==> src/rtl/logic_processor_param.sv <==
// Bit-serial logic processor: two WIDTH-bit registers A and B, loadable from
// Din while idle. One execute press runs one bitwise function over the pair,
// STEP bits per clock, and routes the result back into A/B.
//
// Control inputs (loadA, loadB, execute) are level-sampled on the rising edge.
// They only have an effect in IDLE, and execute wins over the loads. Each
// press produces exactly one operation: the unit parks in HOLD until execute
// drops. done pulses for one cycle on the edge that completes the result.
module logic_processor_param #(
    parameter int WIDTH = 8,
    parameter int STEP  = 1
) (
    input  logic             clk,
    input  logic             reset,
    input  logic             loadA,
    input  logic             loadB,
    input  logic             execute,
    input  logic [WIDTH-1:0] Din,
    input  logic [2:0]       F,
    input  logic [1:0]       R,
    output logic [WIDTH-1:0] Aval,
    output logic [WIDTH-1:0] Bval,
    output logic             busy,
    output logic             done,
    output logic [1:0]       state_dbg
);

    localparam int N  = WIDTH / STEP;
    localparam int CW = $clog2(N) + 1;

    typedef enum logic [1:0] {
        IDLE  = 2'd0,
        SHIFT = 2'd1,
        HOLD  = 2'd2
    } state_t;

    state_t state, state_n;

    logic [WIDTH-1:0] a_q, b_q, a_n, b_n;
    logic [2:0]       f_q, f_n;
    logic [1:0]       r_q, r_n;
    logic [CW-1:0]    cnt_q, cnt_n;
    logic             done_n;
    logic             last_step;

    logic [STEP-1:0]  a_lo, b_lo, f_lo, a_ins, b_ins;

    assign a_lo      = a_q[STEP-1:0];
    assign b_lo      = b_q[STEP-1:0];
    assign last_step = (cnt_q == CW'(N - 1));

    // Function slice on the low STEP bits, using the F latched at start.
    always_comb begin
        f_lo = '0;
        case (f_q)
            3'b000:  f_lo = a_lo & b_lo;
            3'b001:  f_lo = a_lo | b_lo;
            3'b010:  f_lo = a_lo ^ b_lo;
            3'b011:  f_lo = '1;
            3'b100:  f_lo = ~(a_lo & b_lo);
            3'b101:  f_lo = ~(a_lo | b_lo);
            3'b110:  f_lo = ~(a_lo ^ b_lo);
            default: f_lo = '0;
        endcase
    end

    // Routing of the slices re-inserted at the MSB end. After N rotations the
    // inserted slices sit back at their original bit positions, so a swap
    // route simply feeds each register the other's low slice.
    always_comb begin
        a_ins = a_lo;
        b_ins = b_lo;
        case (r_q)
            2'b00: begin a_ins = a_lo; b_ins = b_lo; end
            2'b01: begin a_ins = a_lo; b_ins = f_lo; end
            2'b10: begin a_ins = f_lo; b_ins = b_lo; end
            default: begin a_ins = b_lo; b_ins = a_lo; end
        endcase
    end

    // Next-state, datapath and done-pulse decode.
    always_comb begin
        state_n = state;
        a_n     = a_q;
        b_n     = b_q;
        f_n     = f_q;
        r_n     = r_q;
        cnt_n   = cnt_q;
        done_n  = 1'b0;
        case (state)
            IDLE: begin
                if (execute) begin
                    // Loads on the same edge are intentionally dropped.
                    state_n = SHIFT;
                    f_n     = F;
                    r_n     = R;
                    cnt_n   = '0;
                end else begin
                    if (loadA) a_n = Din;
                    if (loadB) b_n = Din;
                end
            end
            SHIFT: begin
                a_n = (a_q >> STEP) | (WIDTH'(a_ins) << (WIDTH - STEP));
                b_n = (b_q >> STEP) | (WIDTH'(b_ins) << (WIDTH - STEP));
                if (last_step) begin
                    state_n = HOLD;
                    done_n  = 1'b1;
                    cnt_n   = '0;
                end else begin
                    cnt_n = cnt_q + CW'(1);
                end
            end
            HOLD: begin
                if (!execute) state_n = IDLE;
            end
            default: begin
                state_n = IDLE;
            end
        endcase
    end

    // State and datapath registers; reset clears everything immediately.
    always_ff @(posedge clk or posedge reset) begin
        if (reset) begin
            state <= IDLE;
            a_q   <= '0;
            b_q   <= '0;
            f_q   <= '0;
            r_q   <= '0;
            cnt_q <= '0;
            busy  <= 1'b0;
            done  <= 1'b0;
        end else begin
            state <= state_n;
            a_q   <= a_n;
            b_q   <= b_n;
            f_q   <= f_n;
            r_q   <= r_n;
            cnt_q <= cnt_n;
            busy  <= (state_n == SHIFT);
            done  <= done_n;
        end
    end

    assign Aval      = a_q;
    assign Bval      = b_q;
    assign state_dbg = state;

endmodule
==> config.mk <==
export PLATFORM = sky130hd
export DESIGN_NAME = logic_processor_param
export DESIGN_NICKNAME = d
export VERILOG_FILES = /design/src/rtl/logic_processor_param.sv
export SDC_FILE = /design/constraint.sdc
export NUM_CORES = 1
export LEC_CHECK = 0
export CORE_MARGIN = 1
export CORE_UTILIZATION = 43
export DETAILED_ROUTE_END_ITERATION = 6
export GPL_TIMING_DRIVEN = 0
export PLACE_DENSITY_LB_ADDON = 0.05
export SETUP_SLACK_MARGIN = 0.02
export SLEW_MARGIN = 20
export SYNTH_ARGS = -nofsm -noshare
export SYNTH_HDL_FRONTEND = slang
export SYNTH_SLANG_ARGS = --single-unit
==> constraint.sdc <==
create_clock -name clk -period 1.38 [get_ports clk]
set_input_delay 0.138 -clock clk [delete_from_list [all_inputs] [get_ports clk]]
set_output_delay 0.138 -clock clk [all_outputs]
set_load 0.005 [all_outputs]
Word-level counts from Yosys, hierarchy flattened
Index checks and enable logic that the tools add are counted.
- flip-flop bits (word level): 29
- output and inout bits: 20
- bits of input ports: 18
- word-level logic and storage cells: 61
- bitwise logic cells: 8
- eq/ne operators: 16
- reduce and logical (&&, ||, !) cells: 10
- add/sub/neg operators: 1
- mux-type cells: 18
- operators with widths (operator ; number):
    $mux 8 ; 4
    $pmux 8 s2 ; 2
    $or 7x8->8 ; 2
    $eq 3x3->1 const B ; 3
    $mux 4 ; 2
    $ne 2x2->1 const B ; 4
    $pmux 4 s2 ; 1
    $pmux 1 s7 ; 1
    $eq 2x1->1 const B ; 3
    $eq 3x2->1 const B ; 2
    $mux 2 ; 3
    $pmux 2 s3 ; 1
    $reduce_and 3->1 ; 2
    $add 4x1->4 const B ; 1
    $eq 2x2->1 const B ; 2
    $eq 4x3->1 const B ; 1
    $logic_not 2->1 ; 2
    $pmux 1 s2 ; 2
    $reduce_and 2->1 ; 2
    $reduce_or 2->1 ; 2
    $eq 3x1->1 const B ; 1
    $logic_not 3->1 ; 1
    $not 1->1 ; 3
    $mux 1 ; 2
    other kinds (4) ; 4

Depth between registers and ports, before layout
Gate-level depths: netlist of the first run.
- depth after elaboration: 6
- gate-level depth with buffers: 6

Worst setup path after synthesis of the first run
OpenSTA, ideal clock, no wires.
- kind: reg2reg
- start point: register a_q[0] (netlist: Aval[0])
- end point: register a_q[7] (netlist: Aval[7])
- required time: 1.244 ns
- slack: -0.150 ns
- period minus slack after synthesis: 1.530 ns
- data arrival time: 1.394 ns
- stages on the path, launching flop included: 7
- path through: dfrtp_1 inv_1 ha_1 mux2_2 o22ai_1 xor2_1 o21ai_0
- word-level cells in the longest chain between the ends: 6
- elaborated cells between the ends (all ways): 10
- those cells by class: mux (3); bitwise (7)
- RTL lines (what ; line ; text):
    start: declaration ; 39 ; logic [WIDTH-1:0] a_q, b_q, a_n, b_n;
    start signal: assignment ; 136 ; a_q <= a_n;
    $xor 1x1->1, or another cell as far along ; 58, 62 ;
    $not 1->1 (on tied branches) ; 62, 60, 61 ;
    $pmux 1 s7 ; 55 ; case (f_q)
    $pmux 1 s2 * ; 73 ; case (r_q)
    $or 7x8->8 * ; 104 ; a_n = (a_q >> STEP) | (WIDTH'(a_ins) << (WIDTH - STEP));
    $pmux 8 s2 * ; 90 ; case (state)
Every way passes the cells marked *; elsewhere a longest branch is shown, timed or not.
A chain may end at the register's enable or synchronous reset.

Worst setup path in the final report of the first run
- start point: register b_q[0] (netlist: Bval[0])
- end point: register a_q[7] (netlist: Aval[7])
- word-level cells in the longest chain between the ends: 6
- elaborated cells between the ends (all ways): 10
- those cells by class: mux (3); bitwise (7)
- RTL lines (what ; line ; text):
    start: declaration ; 39 ;
    start signal: assignment ; 137 ; b_q <= b_n;
    $xor 1x1->1, or another cell as far along ; 58, 62 ;
    $not 1->1 (on tied branches) ; 62, 60, 61 ;
    $pmux 1 s7 ; 55 ;
    $pmux 1 s2 * ; 73 ;
    $or 7x8->8 * ; 104 ;
    $pmux 8 s2 * ; 90 ;
Marks and branches as above.

==> results of run 1 <==
-- layout make-up --
type / count / area [µm²] / share of cell area [%]
well taps: 44 / 55.05 / 2.527
multi-input cells: 96 / 696.9 / 31.99
plain buffers: 5 / 36.28 / 1.666
clock inverters: 1 / 5.005 / 0.2298
flip-flops and latches: 29 / 726.9 / 33.37
inverters: 4 / 15.01 / 0.6893
clock buffers: 7 / 65.06 / 2.987
repair buffers: 61 / 578.1 / 26.54
-- metal layers --
layer,vias up,GRT usage (%),wire length (µm),part of all wire [%]
met4,0,10.30,57,1.6
met2,40,37.14,1627,47
met5,-,0,0,0
li1,604,-,-,-
met3,8,7.143,195,5.6
met1,614,28.95,1584,46
-- where the power goes --
| part | internal [mW] | switching (mW) | total (mW) |
|---|---|---|---|
| Clock | 0.295 | 0.301 | 0.595 |
| Sequential | 1.21 | 0.276 | 1.48 |
| Combinational | 1.25 | 0.964 | 2.21 |
-- synth_stat cells --
cell | instances | area [µm²]
sky130_fd_sc_hd__nand3_1 | 3 | 15.01
sky130_fd_sc_hd__nor2_1 | 2 | 7.510
sky130_fd_sc_hd__and2b_1 | 2 | 15.01
sky130_fd_sc_hd__nor3_4 | 1 | 16.27
sky130_fd_sc_hd__inv_1 | 4 | 15.01
sky130_fd_sc_hd__and3_1 | 3 | 18.77
sky130_fd_sc_hd__xor2_1 | 2 | 17.52
sky130_fd_sc_hd__o21ai_1 | 12 | 60.06
sky130_fd_sc_hd__nor3b_2 | 1 | 12.51
sky130_fd_sc_hd__a221oi_1 | 2 | 17.52
sky130_fd_sc_hd__o31ai_1 | 1 | 7.510
sky130_fd_sc_hd__mux2_2 | 6 | 67.56
sky130_fd_sc_hd__nand2_1 | 20 | 75.07
sky130_fd_sc_hd__a21oi_1 | 4 | 20.02
sky130_fd_sc_hd__o21ai_0 | 9 | 45.04
sky130_fd_sc_hd__buf_4 | 2 | 15.01
sky130_fd_sc_hd__dfrtp_1 | 29 | 725.7
sky130_fd_sc_hd__nand2b_1 | 1 | 6.260
sky130_fd_sc_hd__nor2b_1 | 1 | 6.260
sky130_fd_sc_hd__buf_2 | 3 | 15.01
sky130_fd_sc_hd__o21bai_1 | 3 | 22.52
sky130_fd_sc_hd__buf_6 | 2 | 22.52
sky130_fd_sc_hd__and2_1 | 2 | 12.51
sky130_fd_sc_hd__o22ai_1 | 1 | 6.260
sky130_fd_sc_hd__a22o_1 | 1 | 8.760
sky130_fd_sc_hd__nand3b_1 | 4 | 30.03
sky130_fd_sc_hd__ha_1 | 3 | 37.54
sky130_fd_sc_hd__mux2i_1 | 12 | 120.1
-- cell families (layout without fill, tap and decap cells) --
group	Yosys count	count (layout)	share of synthesized area, %
fa+ha+maj	3	3	2.609
simple gates	40	40	14.96
xor+xnor	2	2	1.218
compound gates	33	33	13.04
mux	18	18	13.04
flops	29	29	50.44
buf+inv	11	78	4.695
-- sequential cells by signal (all words and copies together) (netlist names) --
signal / flops
busy: 1
Bval: 8
state_dbg: 2
cnt_q: 4
Aval: 8
r_q: 2
f_q: 3
done: 1
-- worst max-delay path, delay by kind of cell (launching register included) --
kind	cells	cell delay, ps
DFF	1	440
muxes	1	270
AOI/OAI and AO/OA	2	260
xor gates and xnor gates	1	170
adders and majority gates	1	150
buffers and inverters	1	140
-- stage by stage --
step / hold WS [ps] / cells / setup slack [ps]
floorplan: 216.1 / 136 / -112.9
global placement: 458.0 / 217 / -386.7
detailed placement: 458.4 / 217 / -419.9
CTS: 394.2 / 244 / -183.8
global route: 232.5 / 247 / -210.6
finish: 184.6 / 247 / -175.7
-- worst paths after layout --
check	to	slack, ps	cells after the start
max	Aval[7]$_DFFE_PP0P_	-180	6
min	Aval[5]$_DFFE_PP0P_	180	2
max reg2reg	Aval[7]$_DFFE_PP0P_	-180	6
min reg2reg	cnt_q[3]$_DFFE_PP0P_	480	1
max in group asynchronous	state_dbg[1]$_DFF_PP0_	770	2
min in group clk	f_q[1]$_DFFE_PP0P_	420	2
-- what timing repair did --
| item | 4_1_cts | 5_1_grt |
|---|---|---|
| pin swaps | 4 | 4 |
| endpoints found under the setup margin | 40 | 34 |
| endpoints found under the hold margin | 0 | 0 |
| gates resized for setup | 18 | 17 |
| cloned | 0 | 0 |
| hold buffers | 0 | 0 |
| buffers inserted | 21 | 3 |
-- layout by cell type (no fill, tap or decap), types with 2 or more instances in the layout --
cell type / Yosys / routed
sky130_fd_sc_hd__a21oi_1: 4 / 4
sky130_fd_sc_hd__a221oi_1: 2 / 2
sky130_fd_sc_hd__and2_4: 0 / 2
sky130_fd_sc_hd__and2b_1: 2 / 2
sky130_fd_sc_hd__and3_1: 3 / 3
sky130_fd_sc_hd__buf_2: 3 / 2
sky130_fd_sc_hd__buf_4: 2 / 24
sky130_fd_sc_hd__buf_6: 2 / 3
sky130_fd_sc_hd__clkbuf_4: 0 / 5
sky130_fd_sc_hd__clkbuf_8: 0 / 2
sky130_fd_sc_hd__clkdlybuf4s50_1: 0 / 18
sky130_fd_sc_hd__dfrtp_1: 29 / 28
sky130_fd_sc_hd__dlygate4sd2_1: 0 / 5
sky130_fd_sc_hd__dlymetal6s2s_1: 0 / 13
sky130_fd_sc_hd__inv_2: 0 / 3
sky130_fd_sc_hd__mux2_2: 6 / 5
sky130_fd_sc_hd__mux2i_1: 12 / 10
sky130_fd_sc_hd__mux2i_2: 0 / 2
sky130_fd_sc_hd__nand2_1: 20 / 20
sky130_fd_sc_hd__nand3_1: 3 / 3
sky130_fd_sc_hd__nand3b_1: 4 / 4
sky130_fd_sc_hd__nor2_1: 2 / 2
sky130_fd_sc_hd__o21ai_0: 9 / 6
sky130_fd_sc_hd__o21ai_1: 12 / 15
sky130_fd_sc_hd__o21bai_1: 3 / 3
==> results summary, run 1 <==
The proportion of synthesized chip area in sequential cells is between 50% and 60%. Synthesis inferred 29 register bits. The post-route clock period utilization is 112.7%. The number of inserted diodes came out at 0. In this run the worst hold path is classified as input port to asynchronous set/reset pin. The synthesized netlist occupies a cell area of 1439 µm². The number of global-route vias before repair was 1328. The H-tree was split into 2 levels. Buffers inserted during clock tree synthesis total 5.

The time the final worst path needs with I/O delays and setup is 1556 ps. The count of filler cells inserted in the layout is ~280. The number of clock sinks came out at 29. In this run the worst path has a maximum fanout of 3. The total power per unit cell area came out at approximately 2000 nW/µm². The post-synthesis average cell area came out at 10.58 µm². Traced cell by cell, the critical path runs through buf_6 -> ha_2 -> mux2_4 -> o22ai_2 -> xor2_2 -> o21ai_1. The critical path data required time is 1580 ps. The width of the die came out at 59.85 µm. The net count after synthesis came out at 157. The die outline area is between 3000 and 4000 µm².

STA classifies the critical path endpoint as a register. In this run the clock root is driven by a sky130_fd_sc_hd__clkbuf_4. The count of yosys warnings during synthesis came out at 0. The number of buffers added on ports came out at 37. The instance count of the mapped netlist came out at 136. The area growth from synthesis to layout came out at 51.39%. The area of placed instances came out at 1871 µm². The maximum clock insertion buffer count came out at 2. The worst setup path is launched from a register. The final design utilization came out at 70.20%. The maximum resistive drop on vdd came out at 1221 µV. The worst setup slack after layout is -175.7 ps. The total overflow left after global routing is 0. Once detailed placement completed, the half-perimeter wirelength came to 2247 µm. The distinct cell type count after synthesis is 28. The maximum number of pins on one net before global-route repair came out at 30.

On the critical path, the stage with the largest delay is an instance of sky130_fd_sc_hd__dfrtp_1. The critical path's largest stage delay is 440 ps. The static leakage power is 1.125 nW. The max-slew violation count is 0. The residual antenna-violating net count after detailed routing is 0. The final net count is approximately 220. The fraction of final layout cells with drive strength greater than 1 came out at 28.08%. The row count came out at 20.

The wire length after detailed routing is 3465 µm. For the final database, setup skew stands at 11.32 ps. The congestion estimate from routability-driven global placement came to just under 0.8. Tracing the worst setup path back leads to its startpoint at Bval[0]$_DFFE_PP0P_.

After detailed routing, the average wire length per cell comes to 14.03 µm. The flow ran to the end, but the final reports show violations. The post-CTS clock slew at the launch and capture registers of the worst setup and hold paths came out at roughly 100 ps. The core region is 3103 µm². Setup repair after global routing could not meet its margin everywhere. The detailed-route vias per instance is 5.126. The worst register-to-register path begins at Bval[0]$_DFFE_PP0P_.

The final reports fail on negative setup slack. The data arrival time of the critical path is 1760 ps. The first-pass GRT wire length is 5906 µm. The initial antenna violation count is 0. The routed layout has 1266 vias. The worst slew margin relative to its limit is 59.36%. The number of hold-slack violations in the final timing report came out at 0. The highest attainable clock frequency is 0.6428 GHz.

The number of max-cap violations is 0. After routing, the total negative slack on setup checks comes to -394.7 ps. The total power came out at 4.290 mW.

The finished cells cover 2178 µm². The number of failing setup endpoints in the final timing report is 4. The pre-antenna-repair detailed-routing pass consisted of 4 iterations. The initial core utilization came out at 46.37%. The die is 59.85 µm tall.

In the routed design, unresolved DRC markers number 0. The clock network latency to the later pin of the worst-skew pair came out at ~330 ps. The DRC marker count from the first detailed-route iteration is 72. The global-route usage over all layers came out at 23.28%.

The worst setup path is of the register to register kind. The transition time at the pin with the least slew margin is 608.7 ps. The I/O pin count is 38. The clock tree from TritonCTS is yes.
No activity file was read; power rests on OpenSTA's default activity.
==> run 2, diff against run 1 <==
--- a/config.mk
+++ b/config.mk
@@ -7,6 +7,7 @@
 export LEC_CHECK = 0
 export CORE_MARGIN = 1
 export CORE_UTILIZATION = 43
+export CTS_CLUSTER_SIZE = 40
 export DETAILED_ROUTE_END_ITERATION = 6
 export GPL_TIMING_DRIVEN = 0
 export PLACE_DENSITY_LB_ADDON = 0.05
==> results of run 2 <==
The final DEF is identical to that of run 1; final timing and power are the same.
==> run 3, diff against run 2 <==
--- a/config.mk
+++ b/config.mk
@@ -6,7 +6,7 @@
 export NUM_CORES = 1
 export LEC_CHECK = 0
 export CORE_MARGIN = 1
-export CORE_UTILIZATION = 43
+export CORE_UTILIZATION = 48
 export CTS_CLUSTER_SIZE = 40
 export DETAILED_ROUTE_END_ITERATION = 6
 export GPL_TIMING_DRIVEN = 0
==> constraint.sdc (replaced) <==
create_clock -name clk -period 1.5 [get_ports clk]
set_input_delay 0.15 -clock clk [delete_from_list [all_inputs] [get_ports clk]]
set_output_delay 0.15 -clock clk [all_outputs]
set_load 0.005 [all_outputs]
==> results summary, run 3 (synthesis gave the netlist of run 1 again) <==
On the critical path, the stage with the largest delay is an instance of sky130_fd_sc_hd__dfrtp_1. The via total after detailed routing came to 1207 (-4.7%). The highest attainable clock frequency came out at 0.6422 GHz (about the same).

The number of detailed-route iterations in the first pass came out at 6 (+2). The die extent in y is 56.75 µm (-5.2%). The worst setup slack after layout is -57.21 ps (+118.5 ps).

The number of global-route vias before repair was 1210 (-8.9%). The portion of total power attributed to combinational logic came out at 48.8% (-2.8 points). The number of hold-slack violations in the final timing report came out at 0 (unchanged). The number of max-cap violations came out at 0 (unchanged). The first-pass GRT wire length came to 5561 µm (-5.8%). The final cell count without fillers came out at 223 (-9.7%).

The sequential fraction of design power is 37.0% (+2.5 points). The worst reg-to-reg path cell count is 6 (unchanged). The data arrival time of the critical path came out at 1760 ps (about the same). The post-route clock period utilization came to 103.8% (-8.9 points). The clock root buffer is sky130_fd_sc_hd__clkbuf_4. Leaving out fill and tap cells, the most frequent cell in the layout is sky130_fd_sc_hd__clkdlybuf4s50_1. The worst setup path is launched from a register. The deepest level of the CTS H-tree is 2 (unchanged). The number of clock sinks was 29 (unchanged).

The post-route worst hold slack is 213.4 ps (+28.82 ps). The critical path goes through inv_2 -> ha_4 -> mux2_4 -> o22ai_2 -> xor2_1 -> o21ai_1. The largest clock skew in the final design is 8.136 ps (-3.180 ps).

The critical path data required time is 1700 ps (+120 ps). STA classifies the critical path endpoint as a register. The portion of total power attributed to the clock network is 14.1% (+0.2 points).

The total power per unit cell area was 1846 nW/µm² (-6.3%). The initial antenna violation count came out at 0 (unchanged). The clock network latency to the later pin of the worst-skew pair is 320 ps (about the same).

The width of the die came out at 56.75 µm (-5.2%). The fraction of final layout cells with drive strength greater than 1 is 23.44% (-4.6 points). The final net count came out at 212 (-4.9%).

The die outline area came to 3221 µm² (-10%). The library cells used most frequently in the layout, excluding fill and tap cells, are sky130_fd_sc_hd__clkdlybuf4s50_1 (35), sky130_fd_sc_hd__dfrtp_1 (28), sky130_fd_sc_hd__nand2_1 (20), sky130_fd_sc_hd__o21ai_1 (15). The leftover overflow at the end of global routing is 0 (unchanged). The row count came out at 19 (-5.0%). The reg-to-reg startpoint is Aval[0]$_DFFE_PP0P_.

The final reports fail on design-rule violations, negative setup slack. The switching share of power came to 35.75% (-0.16 points). The maximum number of pins on one net before global-route repair came out at 30 (unchanged). Setup repair after global routing could not meet its margin everywhere.

The DRC marker count from the first detailed-route iteration is 41 (-43%). Compared with the post-synthesis result, the final layout area differs by 42.61%. The total power is 3.789 mW (-12%).

The largest driver fanout on the critical path came out at 4 (+1). The maximum clock insertion buffer count is 2 (unchanged). The detailed-route vias per instance came out at 5.413 (+5.6%). The global-route usage over all layers is 23.10% (-0.17 points). The cell-internal power is 2.434 mW (-11%). The transition time at the pin with the least slew margin came out at 597.2 ps (-11.44 ps). The wire length after detailed routing came to 3248 µm (-6.3%). The residual antenna-violating net count after detailed routing came out at 0 (unchanged).

The max-slew violation count is 0 (unchanged). The path class of the tightest hold or removal check is input port to asynchronous set/reset pin. The endpoint identified for the worst register-to-register timing path is Bval[7]$_DFFE_PP0P_. The area of the core is 2805 µm² (-9.6%). The register-to-register setup slack is -60 ps (+120 ps). The maximum resistive drop on vdd is 976.8 µV (-20%).

The aggregate negative setup slack is -113.0 ps (+281.7 ps). On the critical path the largest part of the delay comes from flip-flops. The flow ran to the end, but the final reports show violations. The weighted congestion at the end of routability-driven global placement came to 0.7604 (-1.3%). The routed wirelength normalized by instance count is 14.57 µm (+3.8%).

The number of inserted diodes is 0 (unchanged). The number of gates on the worst path with buffers counted is 6 (unchanged). The number of buffers added on ports is 37 (unchanged). The power dissipated by switching net loads came to 1.354 mW (-12%). The static leakage power came out at 0.8816 nW (-22%). The post-CTS clock slew at the launch and capture registers of the worst setup and hold paths is 90 ps (about the same). TritonCTS built the clock tree. The critical path is of the register to register type. The critical path's largest stage delay came to 440 ps (about the same). The number of failing setup endpoints in the final timing report came out at 3 (-1). The time the final worst path needs with I/O delays and setup was 1557 ps (+1.481 ps). The worst slew margin relative to its limit is 60.13% (+0.76 points). The HPWL after detailed placement came out at 2217 µm (-1.3%). The buffers plus inverters on the worst setup path came out at 1 (unchanged). The I/O pin count came out at 38 (unchanged). The number of design rule violations left after detail routing came out at 8 (+8). The initial core utilization came out at 51.29% (+4.9 points).

The clock buffer count from CTS is 5 (unchanged). The total instance count after detailed placement is 204 (-6.0%).
-- run 3: cell types whose count changed in the layout (fill, tap and decap cells not counted), moves of 2 or more --
cell                              change
sky130_fd_sc_hd__clkdlybuf4s50_1     +17
sky130_fd_sc_hd__dlymetal6s2s_1      -13
sky130_fd_sc_hd__buf_4               -12
sky130_fd_sc_hd__dlygate4sd2_1        -4
sky130_fd_sc_hd__mux2i_1              +2
sky130_fd_sc_hd__mux2i_2              -2
-- run 3: worst reg2reg max path: cells and delay by family (launching register included) --
kind                     cells  cell delay, ps
XOR/XNOR                     1             210
buffers and inverters        1             110
adder cells (fa/ha/maj)      1             200
multiplexers                 1             260
AO/OA/AOI/OAI                2             230
flip-flops                   1             440
-- run 3: repair_timing --
item	in CTS	in global routing
hold buffers	0	0
setup buffers	11	2
pin swaps	7	7
setup endpoints to repair	11	17
resized for setup	15	2
-- run 3: through the flow --
stage | cell area, µm² | setup slack (ps) | utilization, %
5_1_grt | 2052 | -115.2 | 73.15
6_report | 2052 | -57.21 | 73.15
3_5_place_dp | 1854 | -264.8 | 66.10
2_1_floorplan | 1445 | 7.134 | -
4_1_cts | 2046 | -84.44 | 72.93
3_3_place_gp | 1854 | -256.6 | 66.10
-- run 3: how the worst max path moves through the flow --
stage	slack (ps)	end	startpoint
after floorplan	7	Aval[7]$_DFFE_PP0P_	Aval[0]$_DFFE_PP0P_
after global routing	-120	Bval[7]$_DFFE_PP0P_	Bval[0]$_DFFE_PP0P_
after global placement	-260	f_q[2]$_DFFE_PP0P_	execute
final	-60	Bval[7]$_DFFE_PP0P_	Aval[0]$_DFFE_PP0P_
after CTS	-80	Bval[7]$_DFFE_PP0P_	Aval[0]$_DFFE_PP0P_
after detailed placement	-260	f_q[2]$_DFFE_PP0P_	execute
-- run 3: cell type report --
class | instances | area [µm²]
fill | 216 | 753.2
sequential | 29 | 726.9
multi-input combinational | 96 | 693.2
timing repair buffer | 48 | 449.2
clock buffer | 7 | 65.06
buffer | 7 | 58.81
tap | 31 | 38.79
inverter | 4 | 15.01
clock inverter | 1 | 5.005
-- run 3: metal layers --
metal  vias up  track usage, %  part of all wire [%]
met1       570           25.86                    42
met2        39           39.63                    50
li1        587               -                     -
met5         -               0                     0
met4         0           13.94                   3.1
met3        11           5.530                   5.5
-- run 3: power groups by stage --
stage / registers [mW] / clock network (mW) / logic (mW)
after floorplan: 1.37 / 0 / 0.970
after global placement: 1.38 / 0 / 1.59
after detailed placement: 1.41 / 0 / 1.62
after CTS: 1.40 / 0.553 / 1.85
after global routing: 1.45 / 0.584 / 2.03
final: 1.40 / 0.536 / 1.85
